<file path="config.mk">
export PLATFORM = sky130hd
export DESIGN_NAME = alu593_arbiter
export DESIGN_NICKNAME = d
export VERILOG_FILES = /design/src/rtl/tinyalu_pkg.sv /design/src/rtl/alu593_arbiter_rr_picker.sv /design/src/rtl/alu593_arbiter.sv
export SDC_FILE = /design/constraint.sdc
export NUM_CORES = 1
export LEC_CHECK = 0
export BUFFER_PORTS_ARGS = -buffer_cell sky130_fd_sc_hd__buf_2
export CORE_MARGIN = 4
export CORE_UTILIZATION = 39
export DETAILED_ROUTE_END_ITERATION = 7
export GPL_ROUTABILITY_DRIVEN = 0
export PLACE_DENSITY_LB_ADDON = 0.25
export REMOVE_ABC_BUFFERS = 1
export SYNTH_ARGS = -nofsm -noshare
export SYNTH_HDL_FRONTEND = slang
export SYNTH_HIERARCHICAL = 1
export SYNTH_SLANG_ARGS = --single-unit
export TNS_END_PERCENT = 5
</file>
<file path="constraint.sdc">
create_clock -name clk -period 1.6 [get_ports clk]
set_input_delay 0.32 -clock clk [delete_from_list [all_inputs] [get_ports clk]]
set_output_delay 0.32 -clock clk [all_outputs]
set_load 0.02 [all_outputs]
</file>
<file path="src/rtl/tinyalu_pkg.sv">
// Shared types for the ALU593 datapath and its command arbiter.
// Holds the opcode encoding, the arbiter state encoding and the nop-class helper.
package tinyalu_pkg;

    typedef enum logic [3:0] {
        op_nop  = 4'h0,
        op_add  = 4'h1,
        op_and  = 4'h2,
        op_xor  = 4'h3,
        op_mul  = 4'h4,
        op_sub  = 4'h5,
        op_or   = 4'h6,
        op_sp0  = 4'h7,
        op_sp1  = 4'h8,
        op_nop1 = 4'h9,
        op_res0 = 4'hA,
        op_res1 = 4'hB,
        op_res2 = 4'hC,
        op_res3 = 4'hD,
        op_res4 = 4'hE,
        op_res5 = 4'hF
    } alu_opcode_t;

    typedef enum logic [1:0] {
        IDLE = 2'd0,
        RUN  = 2'd1,
        RESP = 2'd2
    } arb_state_t;

    // Smallest width the watchdog counter is allowed to shrink to.
    localparam int ARB_TMO_MIN_W = 8;

    // Nop-class opcodes complete without the ALU ever raising done.
    function automatic logic is_nop_op(alu_opcode_t op);
        return (op == op_nop) || (op == op_nop1);
    endfunction

endpackage

</file>
<file path="src/rtl/alu593_arbiter_rr_picker.sv">
// Combinational round-robin picker: the first valid requester found
// scanning upward from last_grant+1 (wrapping modulo NREQ) wins.
module rr_picker #(
    parameter  int NREQ = 2,
    localparam int IW   = $clog2(NREQ)
) (
    input  logic [NREQ-1:0] req_valid,
    input  logic [IW-1:0]   last_grant,
    output logic [IW-1:0]   winner,
    output logic            found
);

    logic [IW:0]   sum;
    logic [IW-1:0] idx;

    // Scan from the farthest offset down so the nearest valid requester overwrites the rest.
    always_comb begin
        winner = '0;
        found  = 1'b0;
        sum    = '0;
        idx    = '0;
        for (int off = NREQ; off >= 1; off--) begin
            sum = {1'b0, last_grant} + (IW+1)'(off);
            if (sum >= (IW+1)'(NREQ)) begin
                idx = IW'(sum - (IW+1)'(NREQ));
            end else begin
                idx = IW'(sum);
            end
            if (req_valid[idx]) begin
                winner = idx;
                found  = 1'b1;
            end
        end
    end

endmodule

</file>
<file path="src/rtl/alu593_arbiter.sv">
// Round-robin command arbiter/sequencer in front of one ALU593 instance.
// Optional watchdog on the ALU done handshake: define ALU593_ARB_TIMEOUT_EN.
//
//   state | meaning
//   IDLE  | waiting for any req_valid; accepts the round-robin winner
//   RUN   | alu_start held with latched op/A/B until done (or nop, or watchdog)
//   RESP  | one-cycle rsp_valid pulse to the owner, then back to IDLE
module alu593_arbiter
    import tinyalu_pkg::*;
#(
    parameter int NREQ    = 2,
    parameter int TIMEOUT = 32
) (
    input  logic              clk,
    input  logic              reset,
    input  logic [NREQ-1:0]   req_valid,
    input  alu_opcode_t       req_op [NREQ],
    input  logic [7:0]        req_a  [NREQ],
    input  logic [7:0]        req_b  [NREQ],
    output logic [NREQ-1:0]   req_ready,
    output logic [NREQ-1:0]   rsp_valid,
    output logic [15:0]       rsp_result,
    output logic              rsp_error,
    output logic              rsp_timeout,
    output logic              busy,
    output logic              alu_start,
    output alu_opcode_t       alu_op,
    output logic [7:0]        alu_a,
    output logic [7:0]        alu_b,
    input  logic              alu_done,
    input  logic [15:0]       alu_result,
    input  logic              alu_error
);

    localparam int IW = $clog2(NREQ);

    if (NREQ < 2 || NREQ > 8) begin : g_nreq_range
        $error("alu593_arbiter: NREQ must be within 2..8");
    end
    if (TIMEOUT < 1) begin : g_timeout_range
        $error("alu593_arbiter: TIMEOUT must be at least 1");
    end

    arb_state_t    state, state_n;
    logic [IW-1:0] last_grant;
    logic [IW-1:0] owner;
    logic [IW-1:0] winner;
    logic          found;
    logic          accept;
    logic          rsp_load;
    logic [15:0]   res_n;
    logic          err_n;

`ifdef ALU593_ARB_TIMEOUT_EN
    localparam int TW = ($clog2(TIMEOUT + 1) > ARB_TMO_MIN_W) ? $clog2(TIMEOUT + 1) : ARB_TMO_MIN_W;
    localparam logic [TW-1:0] TMO_LOAD = TW'(TIMEOUT - 1);

    logic [TW-1:0] tmo_cnt;
    logic          tmo_exp;
    logic          tmo_n;

    assign tmo_exp = (tmo_cnt == '0);
`endif

    rr_picker #(
        .NREQ(NREQ)
    ) u_picker (
        .req_valid (req_valid),
        .last_grant(last_grant),
        .winner    (winner),
        .found     (found)
    );

    // State register.
    always_ff @(posedge clk or posedge reset) begin
        if (reset) begin
            state <= IDLE;
        end else begin
            state <= state_n;
        end
    end

    // Next state, accept pulse and response capture selection.
    always_comb begin
        state_n   = state;
        accept    = 1'b0;
        req_ready = '0;
        rsp_load  = 1'b0;
        res_n     = '0;
        err_n     = 1'b0;
`ifdef ALU593_ARB_TIMEOUT_EN
        tmo_n     = 1'b0;
`endif
        case (state)
            IDLE: begin
                // No accept while reset is held, so nobody sees a ready that gets discarded.
                if (found && !reset) begin
                    accept            = 1'b1;
                    req_ready[winner] = 1'b1;
                    state_n           = RUN;
                end
            end
            RUN: begin
                if (is_nop_op(alu_op)) begin
                    state_n  = RESP;
                    rsp_load = 1'b1;
                end else if (alu_done) begin
                    state_n  = RESP;
                    rsp_load = 1'b1;
                    res_n    = alu_result;
                    err_n    = alu_error;
                end
`ifdef ALU593_ARB_TIMEOUT_EN
                // Checked after done so a done on the expiry cycle still gives a normal response.
                else if (tmo_exp) begin
                    state_n  = RESP;
                    rsp_load = 1'b1;
                    err_n    = 1'b1;
                    tmo_n    = 1'b1;
                end
`endif
            end
            RESP: begin
                state_n = IDLE;
            end
            default: begin
                state_n = IDLE;
            end
        endcase
    end

    // Grant bookkeeping, registered ALU drive and held response data.
    always_ff @(posedge clk or posedge reset) begin
        if (reset) begin
            last_grant <= IW'(NREQ - 1);
            owner      <= '0;
            alu_start  <= 1'b0;
            alu_op     <= op_nop;
            alu_a      <= '0;
            alu_b      <= '0;
            rsp_result <= '0;
            rsp_error  <= 1'b0;
        end else begin
            alu_start <= (state_n == RUN);
            if (accept) begin
                last_grant <= winner;
                owner      <= winner;
                alu_op     <= req_op[winner];
                alu_a      <= req_a[winner];
                alu_b      <= req_b[winner];
            end
            if (rsp_load) begin
                rsp_result <= res_n;
                rsp_error  <= err_n;
            end
        end
    end

`ifdef ALU593_ARB_TIMEOUT_EN
    // Watchdog down-counter, reloaded on every accept; terminal count is zero.
    always_ff @(posedge clk or posedge reset) begin
        if (reset) begin
            tmo_cnt <= '0;
        end else if (accept) begin
            tmo_cnt <= TMO_LOAD;
        end else if (state == RUN && !tmo_exp) begin
            tmo_cnt <= tmo_cnt - 1'b1;
        end
    end

    // Timeout flag is held alongside the rest of the response.
    always_ff @(posedge clk or posedge reset) begin
        if (reset) begin
            rsp_timeout <= 1'b0;
        end else if (rsp_load) begin
            rsp_timeout <= tmo_n;
        end
    end
`else
    assign rsp_timeout = 1'b0;
`endif

    // Response strobe goes only to the owner of the finished command.
    always_comb begin
        rsp_valid = '0;
        if (state == RESP) begin
            rsp_valid[owner] = 1'b1;
        end
    end

    assign busy = (state != IDLE);

endmodule

</file>
[Yosys cells after proc, flatten, opt, wreduce, memory -nomap -nowiden]
Cells that the tools add are included.
Operators by class
  add/subtract/negate cells: 4
  reductions and logical operators: 8
  equal/unequal tests: 4
  order comparisons: 9
  bitwise logic cells: 1
  multiplexer cells: 41
Operators by type and width (count)
  2-to-1 mux 16 bit: 3
  2-to-1 mux 8 bit: 6
  2-to-1 mux 1 bit: 20
  2-to-1 mux 2 bit: 6
  2-to-1 mux 4 bit: 3
  less-than comparator 1 x 2 -> 1 bit (second input constant): 4
  >= comparator 2 bit (second input constant): 3
  == test 2 x 1 -> 1 bit (second input constant): 2
  == test 4 bit (second input constant): 1
  logical NOT 4 bit: 1
  case mux 2 bit (2 select lines): 1
  logical AND 1 bit: 3
  adder 1 x 1 -> 2 bit (second input constant): 1
  adder 1 x 2 -> 2 bit (second input constant): 1
  demux 1 bit (select 1 bit): 2
  == test 2 bit (second input constant): 1
  >= comparator 1 bit (second input constant): 2
  logical NOT 2 bit: 1
  NOT 1 -> 2 bit: 1
  nonzero test 2 bit: 1
  subtractor 1 bit (second input constant): 2
  logical NOT 1 bit: 1
  logical OR 1 bit: 1
Storage, ports and cells
  input port bits: 62
  word-level logic and storage cells: 76
  bits in registers: 42

[Longest topological paths before layout]
  word-level depth: 13
  gate-level depth with buffers: 6

[Cells and area by module]
Netlist, hierarchy kept.
By module, submodules not included
  alu593_arbiter: cells each 189, instances 1, area each 1875.5 um^2
  rr_picker: cells each 2, instances 1, area each 13.8 um^2

[Least setup slack after synthesis]
OpenSTA, ideal clock, no wires.
  path type: reg2out
  from: register state[0]
  to: output port req_ready[0]
  cell stages (with the launch flop): 5
  arrival: 1.527 ns
  data required time: 1.280 ns
  path buffers: 2
  slack: -0.247 ns
  cell sequence: dfrtp_1 -> or4b_1 -> buf_2 -> buf_2 -> nor2_1
Between the ends
  longest elaborated chain between the ends: 2
Ends and longest elaborated chain
  start: declaration: RTL line alu593_arbiter.sv:44  | arb_state_t state, state_n;
  start signal: assignment: RTL line alu593_arbiter.sv:79  | state <= state_n;
  logical NOT 2 bit: RTL line alu593_arbiter.sv:94  | case (state)
  2-to-1 mux 2 bit: RTL line alu593_arbiter.sv:94
  end: declaration: RTL line alu593_arbiter.sv:20  | output logic [NREQ-1:0] req_ready,
No other way between the ends.

[Worst setup path in the final report]
Same ends and word-level chain as after synthesis.

==> summary.md <==
| Metric | Value |
|---|---|
| Via density per instance | `4.50` |
| Clock Root Buffer | `clkbuf_8` |
| Synth cell types | `28` |
| Die X | `77.6 um` |
| Place WS | `-45.0 ps` |
| Die Y | `77.6 um` |
| #FFs+latches synth | `42` |
| Setup TNS Final | `-251 ps` |
| Largest net degree at the start of global routing | `44` |
| RSZ-0062 raised after global routing | `yes` |
| Worst ir drop on vdd | `0.931 mV` |
| Internal power | `2.79 mW` |
| Average footprint of a synthesized cell | `9.89 sq um` |
| Wire length per cell | `12.0 um` |
| CTS H-tree depth | `2` |
| CTS max path bufs | `2` |
| Worst Skew | `7.08 ps` |
| Mapped Area | `1890 sq um` |
| Core region area | `4720 sq um` |
| Final period util | `110%` |
| Sw Pwr | `2.07 mW` |
| First-pass GRT wire length | `7.47 mm` |
| Violated checks | `setup timing` |
| Status | `finished, violations left` |
| Sw Share | `42.6%` |
| Final HPWL DP | `3.34 mm` |
| First DRT Iteration DRCs | `35` |
| Critical path type | `flop to primary output` |
| Later-pin clock latency in the skew report | `290 ps` |
| Fin worst setup slack | `-162 ps` |
| Hold Path Class | `primary input to asynchronous set/reset pin` |
| Placed insts | `361` |
| Clock transition at path regs | `70 ps` |
| Share of layout cells above drive strength 1 | `43.6%` |
| Post-Syn Instances | `191` |
| Fillers | `431` |
| Clock network power share | `13.0%` |
| Final hold slack | `201 ps` |
| Main synth FF type | `dfrtp_1` |
| Leakage | `1.42 nW` |
| Layout Nets | `364` |
| Crit path max fanout | `2` |
| Max-cap viol count | `0` |
| Crit path capture type | `primary output` |
| Grt ovf | `0` |
| CP arrival | `1440 ps` |
| Drt first pass iters | `4` |
| CTS buffer count | `5` |
| Worst endpoint required time | `1280 ps` |
| Layout Cells excl Fill | `370` |
| Routed WL | `4.43 mm` |
| CTS sink count | `42` |
| GRT Total Usage | `15.4%` |
| Async set-reset flop share out of synthesis | `100%` |
| Final setup fails | `2` |
| Comb power frac | `49.5%` |
| Register area share after synthesis | `55.7%` |
| FP Rows | `25` |
| Area Growth Syn to Fin | `41.5%` |
| Drc violations | `0` |
| I/O Pins | `106` |
| Setup crit start kind | `flop` |
| PortBufs | `104` |
| Post-CTS Hold Buffers | `0` |
| Final hold vios | `0` |
| Die area | `6020 sq um` |
| Final ANT Viol Nets | `0` |
| Antenna diodes | `0` |
| Pwr per Cell Area | `1820 nW/um^2` |
| Number of global-route vias before repair | `1,695` |
| Initial core utilization | `40.0%` |
| Final Max Slew Viols | `0` |
| Initial antenna violation count | `0` |
| Crit path time final | `1760 ps` |
| Number of flops mapped to enable cells by yosys | `0` |
| Total vias in the final route | `1,666` |
| Achievable Freq | `568 MHz` |
| CTS tree | `yes` |
| Yosys warning count | `6` |
| Sequential power share | `37.4%` |
-- synthesized netlist by cell type (all sizes together), types with 2 or more instances --
cell | instances | area share, %
o31ai | 2 | 0.79
dfrtp | 41 | 54
nand2 | 57 | 11
o21ai | 21 | 5.6
or2 | 2 | 0.66
nor3b | 2 | 0.79
clkbuf | 2 | 0.40
inv | 3 | 0.60
buf | 11 | 3.7
mux2i | 20 | 11
a21oi | 17 | 4.5
-- logic make-up (layout without fill, tap and decap cells) --
group / Yosys count / count (layout) / synth area share (%)
AO/OA/AOI/OAI: 42 / 42 / 11.8
XOR/XNOR: 1 / 1 / 0.464
buffers and inverters: 16 / 128 / 4.70
flip-flops: 42 / 42 / 55.7
multiplexers: 20 / 20 / 10.6
other: 1 / 1 / 0.198
AND/OR/NAND/NOR: 69 / 69 / 16.6
-- registers in the layout, summed over array words and instances (netlist names) --
name,flops
alu_op,4
alu_a,8
alu_b,8
state,2
rsp_result,16
last_grant,1
owner,1
alu_start,1
rsp_error,1
-- path summary, 6_finish.rpt --
kind	startpoint	to	slack, ps	depth (start not counted)
setup / recovery	state[0]	req_ready[0]	-160	3
hold / removal	reset	rsp_result[7]	200	4
setup reg to reg	state[0]	alu_a[5]	80	4
hold reg to reg	last_grant	last_grant	470	2
max in group asynchronous	reset	last_grant	1100	4
min in group clk	alu_result[4]	rsp_result[4]	270	3
-- layout make-up --
type / count / area (sq um) / share of cell area, %
Inverter: 3 / 11.3 / 0.421
Clock buffer: 8 / 80.1 / 2.99
Tap cell: 67 / 83.8 / 3.14
Timing Repair Buffer: 117 / 663 / 24.8
Sequential cell: 42 / 1050 / 39.4
Multi-Input combinational cell: 133 / 783 / 29.3
-- metrics by stage --
step | utilization [%] | total power [mW] | instance area, sq um
floorplan | - | 3.28 | 1810
global placement | 53.7 | 4.16 | 2530
detailed placement | 53.7 | 4.21 | 2530
CTS | 56.3 | 4.92 | 2660
global route | 56.6 | 5.25 | 2670
finish | 56.6 | 4.86 | 2670
-- worst max-delay path: stages, from the launching register on --
cell and delay, ps:
dfrtp_1 390, or4b_4 550, nor2_4 100, buf_6 120
-- power by group through the flow --
stage | sequential (mW) | clock (mW) | combinational [mW]
5_1_grt | 1.89 | 0.713 | 2.64
3_3_place_gp | 1.83 | 0 | 2.32
6_report | 1.82 | 0.632 | 2.41
2_1_floorplan | 2.36 | 0 | 0.922
3_5_place_dp | 1.82 | 0 | 2.38
4_1_cts | 1.82 | 0.668 | 2.43
-- per-layer routing --
metal	track usage (%)	part of all wire, %	vias to the layer above
met5	0	0	-
met4	4.80	1.1	0
met3	5.80	11	5
met2	24.6	44	83
met1	19.5	44	722
li1	-	-	856
-- cell usage in the layout, fill, tap and decap left out, drive strengths merged, types with 2 or more instances in the layout --
cell	instances
buf	117
nand2	57
dfrtp	41
o21ai	21
mux2i	20
a21oi	17
clkbuf	8
o31ai	2
inv	2
nor3b	2
or2	2
-- timing repair --
item,CTS,global route
buffers inserted,0,1
resized for setup,10,3
pin swaps,3,2
setup endpoints to repair,2,5
No activity file was read; power rests on OpenSTA's default activity.
